File: config.mk
export PLATFORM = sky130hd
export DESIGN_NAME = rst_seq_gen
export DESIGN_NICKNAME = d
export VERILOG_FILES = /design/src/rtl/rst_seq_gen.sv
export SDC_FILE = /design/constraint.sdc
export NUM_CORES = 1
export LEC_CHECK = 0
export CAP_MARGIN = 30
export CORE_MARGIN = 2
export CORE_UTILIZATION = 30
export DETAILED_ROUTE_END_ITERATION = 8
export GPL_TIMING_DRIVEN = 0
export PLACE_DENSITY = 0.49
export SKIP_LAST_GASP = 1
export SYNTH_ARGS = -nofsm -noshare
export SYNTH_HDL_FRONTEND = slang
export SYNTH_SLANG_ARGS = --single-unit
File: constraint.sdc
create_clock -name clk -period 2.1 [get_ports clk]
set_clock_uncertainty 0.2 [all_clocks]
set_input_delay 0.42 -clock clk [delete_from_list [all_inputs] [get_ports clk]]
set_output_delay 0.42 -clock clk [all_outputs]
set_load 0.02 [all_outputs]
File: src/rtl/rst_seq_gen.sv
// rst_seq_gen: staggered channel reset sequencer with per-channel clock-enable dividers.
// Optional watchdog enabled by defining RST_SEQ_WDOG_EN; when undefined, wdog_kick is
// ignored and wdog_fire is tied low.
// A watchdog build needs WDOG_CYCLES >= 2.
//
// state   | meaning
// --------+---------------------------------------------------------------
// S_HOLD    | all channels in reset, cnt counts up to HOLD_CYCLES-1
// S_STAGGER | channels released one by one, STAGGER cycles apart
// S_RUN     | all channels released, waits for sw reset or watchdog expiry
module rst_seq_gen #(
  parameter int NUM_CH      = 4,
  parameter int HOLD_CYCLES = 16,
  parameter int STAGGER     = 4,
  parameter int DIV_W       = 4,
  parameter int WDOG_CYCLES = 256
) (
  input  logic                    clk,
  input  logic                    rst,
  input  logic                    sw_rst_req,
  input  logic [NUM_CH*DIV_W-1:0] div_cfg,
  input  logic                    wdog_kick,
  output logic [NUM_CH-1:0]       ch_rst,
  output logic [NUM_CH-1:0]       ch_ce,
  output logic                    all_rdy,
  output logic                    wdog_fire
);

  localparam int CNT_MAX = (HOLD_CYCLES > STAGGER) ? HOLD_CYCLES : STAGGER;
  localparam int CNT_W   = $clog2(CNT_MAX) + 1;
  localparam int IDX_W   = (NUM_CH > 1) ? $clog2(NUM_CH) : 1;

  typedef enum logic [1:0] {
    S_HOLD    = 2'd0,
    S_STAGGER = 2'd1,
    S_RUN     = 2'd2
  } state_t;

  state_t               state;
  logic [CNT_W-1:0]     cnt;
  logic [IDX_W-1:0]     idx;
  logic                 restart;
  logic [DIV_W-1:0]     div_cnt [NUM_CH];
  logic [DIV_W-1:0]     cfg_lat [NUM_CH];

`ifdef RST_SEQ_WDOG_EN
  localparam int WD_W = $clog2(WDOG_CYCLES) + 1;
  logic [WD_W-1:0] wdog_cnt;

  // A fire pulse is itself the restart request, so expiry resequences on the next edge.
  assign restart = sw_rst_req | wdog_fire;

  // Watchdog: counts RUN cycles since the last kick; fire is registered so it shows
  // in the same cycle the count reaches WDOG_CYCLES-1.
  always_ff @(posedge clk) begin
    if (rst) begin
      wdog_cnt  <= '0;
      wdog_fire <= 1'b0;
    end else if (restart || state != S_RUN || wdog_kick) begin
      wdog_cnt  <= '0;
      wdog_fire <= 1'b0;
    end else begin
      wdog_cnt  <= wdog_cnt + 1'b1;
      wdog_fire <= (wdog_cnt == WD_W'(WDOG_CYCLES - 2));
    end
  end
`else
  logic wdog_kick_unused;

  assign restart          = sw_rst_req;
  assign wdog_fire        = 1'b0;
  assign wdog_kick_unused = wdog_kick;
`endif

  // Sequencer FSM: hold, staggered release, run; restart returns to a full hold.
  always_ff @(posedge clk) begin
    if (rst || restart) begin
      state   <= S_HOLD;
      cnt     <= '0;
      idx     <= '0;
      ch_rst  <= '1;
      all_rdy <= 1'b0;
    end else begin
      case (state)
        S_HOLD: begin
          if (cnt == CNT_W'(HOLD_CYCLES - 1)) begin
            ch_rst[0] <= 1'b0;
            cnt       <= '0;
            if (NUM_CH == 1) begin
              state   <= S_RUN;
              all_rdy <= 1'b1;
            end else begin
              state <= S_STAGGER;
              idx   <= IDX_W'(1);
            end
          end else begin
            cnt <= cnt + 1'b1;
          end
        end
        S_STAGGER: begin
          if (cnt == CNT_W'(STAGGER - 1)) begin
            ch_rst[idx] <= 1'b0;
            cnt         <= '0;
            if (idx == IDX_W'(NUM_CH - 1)) begin
              state   <= S_RUN;
              all_rdy <= 1'b1;
            end else begin
              idx <= idx + 1'b1;
            end
          end else begin
            cnt <= cnt + 1'b1;
          end
        end
        S_RUN: begin
          state <= S_RUN;
        end
        default: begin
          state <= S_HOLD;
        end
      endcase
    end
  end

  // Per-channel dividers; cfg is captured only while the counter sits at zero so
  // a new divide ratio applies from the next wrap.
  always_ff @(posedge clk) begin
    if (rst) begin
      for (int i = 0; i < NUM_CH; i++) begin
        div_cnt[i] <= '0;
        cfg_lat[i] <= '0;
      end
    end else begin
      for (int i = 0; i < NUM_CH; i++) begin
        if (ch_rst[i] || restart) begin
          div_cnt[i] <= '0;
        end else if (div_cnt[i] == cfg_lat[i]) begin
          div_cnt[i] <= '0;
        end else begin
          div_cnt[i] <= div_cnt[i] + 1'b1;
        end
        if (div_cnt[i] == '0) begin
          cfg_lat[i] <= div_cfg[i*DIV_W +: DIV_W];
        end
      end
    end
  end

  // Clock-enable decode from registered state only.
  always_comb begin
    ch_ce = '0;
    for (int i = 0; i < NUM_CH; i++) begin
      ch_ce[i] = !ch_rst[i] && (div_cnt[i] == cfg_lat[i]);
    end
  end

endmodule

# After elaboration in Yosys (flattened, before gate mapping)
# Memories as Yosys holds them, arrays and structs flattened.
# Cells that the tools add are included.
# word_totals
regBits	14
latch_bits	0
ramBits	32
rom_bits	0
in_bits	20
output_inout_bits	10
wordCells	161
mem_count	2
# mem_list
memory	words	width	rd	rd_ports_with_merged_regs	write_ports	line_no	rtl
cfg_lat	4	4	4	0	4	44	logic [DIV_W-1:0] cfg_lat [NUM_CH];
div_cnt	4	4	4	0	4	43	logic [DIV_W-1:0] div_cnt [NUM_CH];
# op_classes
n_addsub	6
multipliers	0
div_mod_pow	0
magnitude_cmp	2
n_eq_ne	13
n_shift	0
muxes	89
bitwise	18
reduce_logical	25
# op_table
cell	n
4-bit two-way mux	16
1-bit two-way mux	61
4-bit by 1-bit adder with 4-bit output, second input constant	4
4-bit equality test	4
4-bit zero test	4
1-bit OR	16
2-bit two-way mux	5
5-bit two-way mux	2
5-bit case mux with 2 select lines	1
3-bit AND reduction	3
2-bit inequality test, second input constant	4
2-bit case mux with 3 select lines	1
5-bit by 1-bit adder with 5-bit output, second input constant	1
5-bit by 2-bit equality test with 1-bit output, second input constant	1
5-bit by 4-bit equality test with 1-bit output, second input constant	1
1-bit logical AND	5
1-bit logical OR	5
4-bit AND	1
2-bit equality test, second input constant	2
1-bit zero test	4
4-bit NOT	1
2-bit case mux with 2 select lines	1
4-bit AND reduction	1
2-bit by 3-bit less-than comparator with 1-bit output, second input constant	1
8 further kinds	8

# Longest topological paths before layout
# Gate-level depths: netlist of the first run.
# logic_depth
word_depth	8
ltp_mapped	8
depth_no_buf	8

# Least setup slack after synthesis of the first run
# OpenSTA, ideal clock, no wires.
# synth_timing
path_type	reg-to-output
startpoint	mem div_cnt[3][0]
endpoint	out ch_ce[3]
arrival_ps	1274
required_ps	1480
slack_ps	206
stages_incl_launch_ff	4
n_path_buf	0
path_cell_list	edfxtp_1 > xor2_1 > nor4_1 > nor2b_1
# synth_lines
item	line_no	rtl
start, declared	43	
end, declared	24	output logic [NUM_CH-1:0] ch_ce,

==> results.ini, run 1 <==
[setup_path]
cpPeakStageDelay_ps=430
critPathArrivalTime_ps=1540
critPathMaxFanout=2
crit_family=simple AND/OR/NAND/NOR gates
path_buf_inv=1
required_ps=1480
cpMaxStageDelayCell=edfxtp_1
worstSetupEndpointType=output port
start_kind=flip-flop
crit_type=reg2out
crit_chain=xor2_1, nor4_2, nor2b_2, buf_6

[power]
pwr-share-clk_pct=36.0
peakVddDrop_uv=239
p_total_w=0.00182
p_comb_share_pct=8.2
power_switching_w=0.000386
seqPwrFrac_pct=55.8
sw_frac_of_total_pct=21.2
p_per_area_nw_per_um2=570
p_int_w=0.00144
leakage_nw=1.32

[sta]
finalMaxSlewViolations=0
max_slew_margin_pct=66.4
fmax_mhz=462
whs_ps=279
period_share_pct=103
rsz0062_at_grt=true
setup_viol=4
hold_viol_final=0
worst_slack_ps=-64.2
period_minus_slack_ps=2160
fin_tns_setup_ps=-208
worstMarginPinSlew_ps=504

[cells_and_area]
area_growth_pct=29.2
nets=343
layout_common_cells=edfxtp_1, nor2_1, buf_4
drive_gt1_share_pct=16.0
final_common_cell=edfxtp_1
n_fill_cell=859
diodes=0

[synthesis]
syn_area_um2=2480
yosysWarnings=0
synthTopCellsByArea=edfxtp_1, dfxtp_1, ha_1
syn_avg_cell_area_um2=10.4
synth-main-ff-cell=edfxtp_1
synth_top_area_share_pct=38.8
postSynthCellCount=238
ys_types=35
yosysSeqAreaShare_pct=50.1
ys_ff_latch=46
synth_edf_count=32
yosysTopAreaCell=edfxtp_1
ys_async_sr_fraction_pct=0

[drt]
ant_nets=0
drc_errors=0
drt_iter0_drc=54
drt_wl_total_mm=4.52
drt_pass1_iterations=4
wire_per_inst_um=11.0
vias=1711
drt-vias-per-instance=4.16

[global_routing]
grt_pass1_vias=1621
grt_pass1_wl_mm=7.36
grt_usage_pct=10.5
grt-ovfl-total=0
antenna_found_initial=0
grt_max_degree=14

[place]
io_buffers=26
dp_hpwl_mm=3.24
place_congestion=0.721

[run]
maxCapViolCount=0

[floorplan]
dieArea_um2=9000
start_util_pct=30.6
pin_count=30
die_h_um=94.9
coreArea_um2=8090
num_rows=33
die_x_um=94.9

[clocking]
cts_sinks=46
cts.clk_slew.worst_paths_ps=80
insertion_delay_ps=300
cts.path.max_buffers=2
root_buffer=clkbuf_8
cts_tree=yes
h-tree-depth=2
cts_buffers=5

[outcome]
violations=negative setup slack
status=complete, but fails checks

[min_path]
worst_hold_path_type=reg2reg

## flip-flops by register name, indices dropped and copies added (netlist names)
| name | cells |
|---|---|
| div_cnt | 16 |
| all_rdy | 1 |
| state | 2 |
| ch_rst | 4 |
| cnt | 5 |
| idx | 2 |
| cfg_lat | 16 |
## cell families (layout without fill, tap and decap cells)
family                     count (synthesis)  count (layout)  share of synthesized area, %
and+or+nand+nor                           97              97                          21.2
DFF                                       46              46                          50.1
AOI/OAI and AO/OA                         25              25                          6.06
buffers and inverters                     25              78                          4.39
xor gates and xnor gates                  24              24                          8.48
adders and majority gates                 18              18                          9.09
other                                      2              17                         0.303
muxes                                      1               1                         0.404
## path summary, 6_finish.rpt
path | end | from | slack (ps) | cells after the start
worst min register to register | cnt[1] | cnt[1] | 280 | 2
worst min-delay path | cnt[1] | cnt[1] | 280 | 2
worst max-delay path | ch_ce[3] | div_cnt[3][1] | -60 | 4
worst max register to register | idx[0] | cnt[0] | 160 | 8
## metal layers
layer	global-route usage (%)	routed length [um]	vias up	part of all wire (%)
li1	-	-	909	-
met1	12.9	2120	774	47
met2	18.4	2210	22	49
met3	2.23	127	6	2.8
met4	3.26	67	0	1.5
met5	0	0	-	0
## worst reg2reg max path, delay by kind of cell (launching register included)
family / cells / cell delay (ps)
DFF: 1 / 340
AOI/OAI and AO/OA: 1 / 170
adders and majority gates: 2 / 440
and+or+nand+nor: 4 / 650
buffers and inverters: 1 / 50
## cell type report
cell class              count  area, um^2  share of cell area, %
flip-flops and latches     46        1240                   38.8
multi-input cells         182        1220                   38.0
repair buffers             45         397                   12.4
well taps                 105         131                   4.10
clock buffers               7        76.3                   2.38
inverters                  19        71.3                   2.23
plain buffers               6        37.5                   1.17
clock inverters             1        30.0                  0.938
## metrics by stage
step	setup WS, ps	instances	cell area (um^2)	util (%)
detailed placement	-419	384	2930	36.1
global placement	-431	384	2930	36.1
finish	-64.2	411	3200	39.6
CTS	-92.4	409	3180	39.3
global route	-165	411	3200	39.6
floorplan	206	253	2530	-
## cell usage after synthesis, types with 5 or more instances
library cell	n
nor4_1	5
nand2_1	14
nor2_1	31
nor2b_1	6
nand3_1	9
inv_1	19
and2_1	17
ha_1	18
a21oi_1	10
dfxtp_1	14
xor2_1	20
edfxtp_1	32
## what timing repair did
action	in CTS	in global routing
endpoints found under the setup margin	4	5
resized for setup	25	3
hold endpoints to repair	0	0
pin swaps	10	3
hold buffers	0	0
setup buffers	17	2
gates cloned	0	0
## power groups by stage
stage	clock network, W	logic [W]	registers [W]
floorplan	0	0.0000706	0.00104
global placement	0	0.000114	0.00104
detailed placement	0	0.000115	0.00104
CTS	0.000679	0.000149	0.00102
global route	0.000706	0.000169	0.00102
finish	0.000657	0.000150	0.00102
(Power assumes the default switching activity.)
==> run 2, diff against run 1 <==
--- a/constraint.sdc
+++ b/constraint.sdc
@@ -4,2 +4,2 @@
 set_output_delay 0.42 -clock clk [all_outputs]
-set_load 0.02 [all_outputs]
+set_load 0.1 [all_outputs]
==> results.ini, run 2 (synthesized netlist as in run 1, its figures left out) <==
[global_routing]
grt_pass1_vias=1612
grt_pass1_wl_mm=7.47
grt-ovfl-total=0
grt_usage_pct=10.7
antenna_found_initial=0
grt_max_degree=15

[drt]
vias=1709
drt_pass1_iterations=4
drt_iter0_drc=43
drt_wl_total_mm=4.21
wire_per_inst_um=10.3
drt-vias-per-instance=4.20
drc_errors=0
ant_nets=0

[floorplan]
num_rows=33
dieArea_um2=9000
coreArea_um2=8090
die_x_um=94.9
die_h_um=94.9
pin_count=30
start_util_pct=30.6

[sta]
period_share_pct=109
worstMarginPinSlew_ps=546
period_minus_slack_ps=2280
finalMaxSlewViolations=0
rsz0062_at_grt=true
hold_viol_final=0
setup_viol=4
max_slew_margin_pct=63.8
fin_tns_setup_ps=-672
worst_slack_ps=-183
fmax_mhz=438

[clocking]
cts_buffers=5
cts_sinks=46
h-tree-depth=2
cts.clk_slew.worst_paths_ps=90
cts.path.max_buffers=2
insertion_delay_ps=290
cts_tree=yes
root_buffer=clkbuf_8

[outcome]
status=complete, but fails checks
violations=negative setup slack

[power]
p_total_w=0.00173
peakVddDrop_uv=264
sw_frac_of_total_pct=22.4
pwr-share-clk_pct=32.5
leakage_nw=1.32
p_comb_share_pct=8.8
seqPwrFrac_pct=58.7
power_switching_w=0.000389
p_int_w=0.00135
p_per_area_nw_per_um2=537

[place]
dp_slack_ps=-956
io_buffers=26
place_congestion=0.747
placed_cells=384
dp_hpwl_mm=3.15

[setup_path]
start_kind=flip-flop
r2r-end=cnt[2]
reg2reg_from=cnt[0]
rrSetupSlack_ps=110
required_ps=1480
crit_chain=xor2_1, nor4_2, nor2b_4, buf_12
critPathArrivalTime_ps=1660
cpPeakStageDelay_ps=460
worstSetupEndpointType=output port
r2r_cells=8
cpMaxStageDelayCell=edfxtp_1
critPathMaxFanout=3
crit_type=reg2out

[cells_and_area]
reg.largest.list=cfg_lat x16, div_cnt x16, cnt x5
diodes=0
regArea_um2=1240
layout_common_cells=edfxtp_1, nor2_1, xor2_1
n_fill_cell=854
drive_gt1_share_pct=17.5
final-instance-count-excl-fill=407
area_growth_pct=30.5
nets=339
final_common_cell=edfxtp_1
multi_input_area_um2=1240

[run]
maxCapViolCount=0

[min_path]
whs_endpoint=cnt[1]
worst_hold_path_type=reg2reg
hp-start=cnt[1]
holdPathStages=2

-- run 2: how the worst max path moves through the flow --
stage                  start       end  slack (ps)  cells past startpoint
6_report       div_cnt[0][3]  ch_ce[0]        -180                      4
5_1_grt        div_cnt[0][0]  ch_ce[0]        -280                      4
4_1_cts        div_cnt[0][0]  ch_ce[0]        -210                      4
3_5_place_dp   div_cnt[1][1]  ch_ce[1]        -960                      4
3_3_place_gp   div_cnt[1][1]  ch_ce[1]        -990                      4
2_1_floorplan  div_cnt[0][1]  ch_ce[0]         -10                      3
-- run 2: stage by stage --
| step | hold slack [ps] | util [%] | instance area [um^2] |
|---|---|---|---|
| 6_report | 282 | 39.9 | 3230 |
| 2_1_floorplan | 249 | - | 2560 |
| 4_1_cts | 287 | 39.5 | 3200 |
| 3_3_place_gp | 263 | 36.5 | 2960 |
| 3_5_place_dp | 273 | 36.5 | 2960 |
| 5_1_grt | 317 | 39.9 | 3230 |
-- run 2: power groups by stage --
stage               Clock [W]  Combinational [W]  Sequential (W)
floorplan                   0          0.0000795         0.00104
global placement            0           0.000124         0.00104
detailed placement          0           0.000125         0.00104
CTS                  0.000592           0.000149         0.00102
global route         0.000625           0.000173         0.00102
finish               0.000565           0.000152         0.00102
-- run 2: area by class of cell --
cell class	count	share of cell area [%]
Timing Repair Buffer	41	12.8
Inverter	19	2.21
Multi-Input combinational cell	182	38.4
Clock buffer	6	2.56
Clock inverter	2	0.387
Buffer	6	1.16
Sequential cell	46	38.4
Tap cell	105	4.07
-- run 2: what timing repair did --
action | in CTS | in global routing
gates resized for setup | 53 | 2
cloned | 0 | 0
pin swaps | 8 | 2
buffers inserted | 11 | 4
setup endpoints to repair | 9 | 5
hold endpoints to repair | 0 | 0
hold buffers | 0 | 0
-- run 2: per-layer routing --
layer | up-vias | part of all wire (%) | routed length [um] | track usage (%)
li1 | 905 | - | - | -
met1 | 779 | 49 | 2060 | 14.1
met2 | 20 | 46 | 1950 | 17.1
met3 | 5 | 3.0 | 127 | 2.63
met4 | 0 | 1.6 | 69 | 3.62
met5 | - | 0 | 0 | 0
-- run 2: critical path: cells and delay by family (launching register included) --
kind / cells / cell delay (ps)
simple gates: 2 / 530
flops: 1 / 460
buf+inv: 1 / 180
xor+xnor: 1 / 200
==> run 3, diff against run 2 <==
Settings changed: PLACE_DENSITY 0.49 to 0.51, TNS_END_PERCENT from default to 1.
Clock period 2.1 ns to 1.9 ns, I/O delays scaled along.
==> results.ini, run 3 (synthesized netlist as in run 1, its figures left out) <==
[setup_path]
critPathArrivalTime_ps=1680
critPathMaxFanout=3
crit_type=reg2out
start_kind=flip-flop
required_ps=1320
worstSetupEndpointType=output port

[floorplan]
dieArea_um2=9000
pin_count=30
die_x_um=94.9
die_h_um=94.9
num_rows=33
coreArea_um2=8090
start_util_pct=30.6

[power]
pwr-share-clk_pct=31.2
p_per_area_nw_per_um2=590
p_int_w=0.00145
seqPwrFrac_pct=60.1
power_switching_w=0.000424
peakVddDrop_uv=268
leakage_nw=1.28
sw_frac_of_total_pct=22.6
p_comb_share_pct=8.8

[drt]
ant_nets=0
wire_per_inst_um=10.6
drc_errors=0
drt-vias-per-instance=4.19
drt_iter0_drc=50
vias=1691
drt_pass1_iterations=4
drt_wl_total_mm=4.27

[place]
place_congestion=0.715
post_dp_cell_area_um2=2960
io_buffers=26
dp_hpwl_mm=3.13

[sta]
setup_viol=14
hold_viol_final=0
worstMarginPinSlew_ps=965
fin_tns_setup_ps=-2880
worst_slack_ps=-356
finalMaxSlewViolations=0
max_slew_margin_pct=35.9
fmax_mhz=443
rsz0062_at_grt=true
period_minus_slack_ps=2260
whs_ps=260
period_share_pct=119

[global_routing]
met3_usage_pct=2.55
grt_pass1_wl_mm=7.61
grt_pass1_vias=1670
grt-ovfl-total=0
use_met2_pct=18.5
antenna_found_initial=0
met1_usage_pct=13.6
top_usage_layer=met2
grt_max_degree=15
grt_usage_pct=10.9

[cells_and_area]
reg.largest.list=cfg_lat x16, div_cnt x16, cnt x5
nets=336
drive_gt1_share_pct=14.4
layout_common_cells=edfxtp_1, nor2_1, xor2_1
diodes=0
regArea_um2=1240
area_growth_pct=28.3
multi_input_area_um2=1240
n_fill_cell=832
final_common_cell=edfxtp_1
fin_area_um2=3180

[clocking]
cts_sinks=46
h-tree-depth=2
cts_tree=yes
insertion_delay_ps=290
cts.clk_slew.worst_paths_ps=80
cts_buffers=5
root_buffer=clkbuf_8
cts.path.max_buffers=2

[run]
maxCapViolCount=0

[outcome]
status=complete, but fails checks
violations=negative setup slack

[min_path]
worst_hold_path_type=in2reg

-- run 3: cell types whose count changed in the layout (fill, tap and decap cells not counted), moves of 2 or more --
cell	change
clkdlybuf4s15_2	-5
buf_4	-3
dlygate4sd2_1	+5
clkbuf_1	+2
-- run 3: final timing paths --
kind              slack (ps)         to  cells after the start     startpoint
setup / recovery        -360   ch_ce[1]                      4  div_cnt[1][3]
hold / removal           260  ch_rst[0]                      3            rst
setup reg to reg         -70     cnt[3]                      8         cnt[0]
hold reg to reg          290     cnt[1]                      2         cnt[1]
-- run 3: area by class of cell --
cell class	count	area share (%)
Buffer	6	1.18
Clock buffer	7	2.40
Clock inverter	1	0.236
Inverter	19	2.24
Multi-Input combinational cell	182	39.0
Sequential cell	46	39.1
Tap cell	105	4.13
Timing Repair Buffer	38	11.8
-- run 3: metal layers --
layer	wire, um	part of all wire, %
met1	2000	47
met4	69	1.6
met5	0	0
met3	143	3.3
met2	2060	48
-- run 3: timing repair --
item | CTS | global route
setup endpoints to repair | 14 | 22
hold buffers | 0 | 0
pin swaps | 5 | 1
resized for setup | 43 | 0
setup buffers | 11 | 1
-- run 3: stage by stage --
stage	power, W	worst slack [ps]	utilization [%]	std cells
after detailed placement	0.00129	-1150	36.5	384
after global routing	0.00198	-454	39.3	404
after CTS	0.00191	-371	39.2	403
after floorplan	0.00123	-170	-	253
after global placement	0.00129	-1110	36.5	384
final	0.00187	-356	39.3	404
-- run 3: power by group through the flow --
stage | Clock (W) | Combinational, W | Sequential [W]
final | 0.000585 | 0.000164 | 0.00113
after global routing | 0.000665 | 0.000185 | 0.00113
after CTS | 0.000617 | 0.000164 | 0.00113
after detailed placement | 0 | 0.000137 | 0.00115
after global placement | 0 | 0.000135 | 0.00115
after floorplan | 0 | 0.0000879 | 0.00115
-- run 3: critical path, cell delays in order, from the launching register on --
cell and delay (ps):
edfxtp_1 450, xor2_1 210, nor4_2 300, nor2b_4 220, buf_8 200
==> RTL change: new RTL, flow settings as in run 3 <==
Set the parameter `DIV_W` to 3 (it was 4).
--- a/src/rtl/rst_seq_gen.sv
+++ b/src/rtl/rst_seq_gen.sv
@@ -14,3 +14,3 @@
   parameter int STAGGER     = 4,
-  parameter int DIV_W       = 4,
+  parameter int DIV_W       = 3,
   parameter int WDOG_CYCLES = 256
Interface: changed (resized div_cfg); port bits go from 30 to 26. No check against the original RTL was run, so the function may have changed too.
==> RTL change against run 3 <==
- the flow still finishes with violations (setup timing)
- sequential cell count down 8
- routed wire length down 16%
- worst setup slack improved by 0.17 ns
- final area shrank 17%
- worst hold slack got worse by 0.0084 ns
- synthesized area is 18% lower
- power fell by 13%
- die area decreased by 17%
- critical path type unchanged
- critical endpoint is now ch_rst[1]
==> RTL change: results (changes against run 3) <==
top cells by count, synth=24 x edfxtp_1, 20 x inv_1, 20 x nor2_1; Sequential Power Share=56.3% (-3.8 points); Post-synth EDFFs=24 (-25%); DR iter-0 viols=54 (+8.0%); Largest regs=cfg_lat x12, div_cnt x12, cnt x5; wire length on met3=166 um (+16%); Filler cells=684 (-18%); CP endpoint=ch_rst[1]; multi-input combinational gate total=145 (-20%); Pleak=1.09 nW (-15%); CP max-delay cell=clkdlybuf4s15_1; failing checks=setup timing; Setup crit start=ch_rst[1]$_SDFFE_PP1P_; Final WS setup=-0.189 ns (+0.167 ns); outcome=finished with violations; switching share of power=22.7% (+0.079 points); vias in the first global route=1336 (-20%); maximum net fanout on the critical path=4 (+1); clk pwr=0.575 mW (-2%); All-Layer GR Usage=10.6% (-0.33 points); top cells by area, synth=edfxtp_1 35%, dfxtp_1 14%, ha_1 10%, xor2_1 6.0%, and2_1 3.7%; final setup vio count=10 (-4); multi-input logic portion of the cell area=40.4% (+1.4 points); final net count=278 (-17%); Worst path top cell family by delay=buffers and inverters; met1 GRT Util=13.4% (-0.15 points)
-- RTL change: changes by cell type after synthesis, moves of 5 or more --
cell      before  now
a21oi_1       10    4
edfxtp_1      32   24
nand3_1        9    3
xor2_1        20   14
nor2_1        31   20
nand2_1       14    9
and2_1        17   12
nand2b_1       4    9
nor3_1         1    6
-- RTL change: kinds of logic (layout without fill, tap and decap cells) --
logic type	Yosys count	in the layout	synth area share [%]
AND/OR/NAND/NOR	78	78	20.8
flip-flops	38	38	49.0
buffers and inverters	25	63	4.84
XOR/XNOR	18	18	7.72
adder cells (fa/ha/maj)	17	17	10.4
AO/OA/AOI/OAI	17	17	5.94
other	2	13	0.368
multiplexers	2	2	0.980
-- RTL change: repair_timing --
item	CTS	global route
resized for setup	39	3
buffers inserted	2	6
setup endpoints to repair	16	21
pin swaps	0	1
-- RTL change: worst min-delay path, stage by stage (launching register included) --
cell and delay, ns:
dfxtp_1 0.31, inv_1 0.05, a21oi_1 0.05
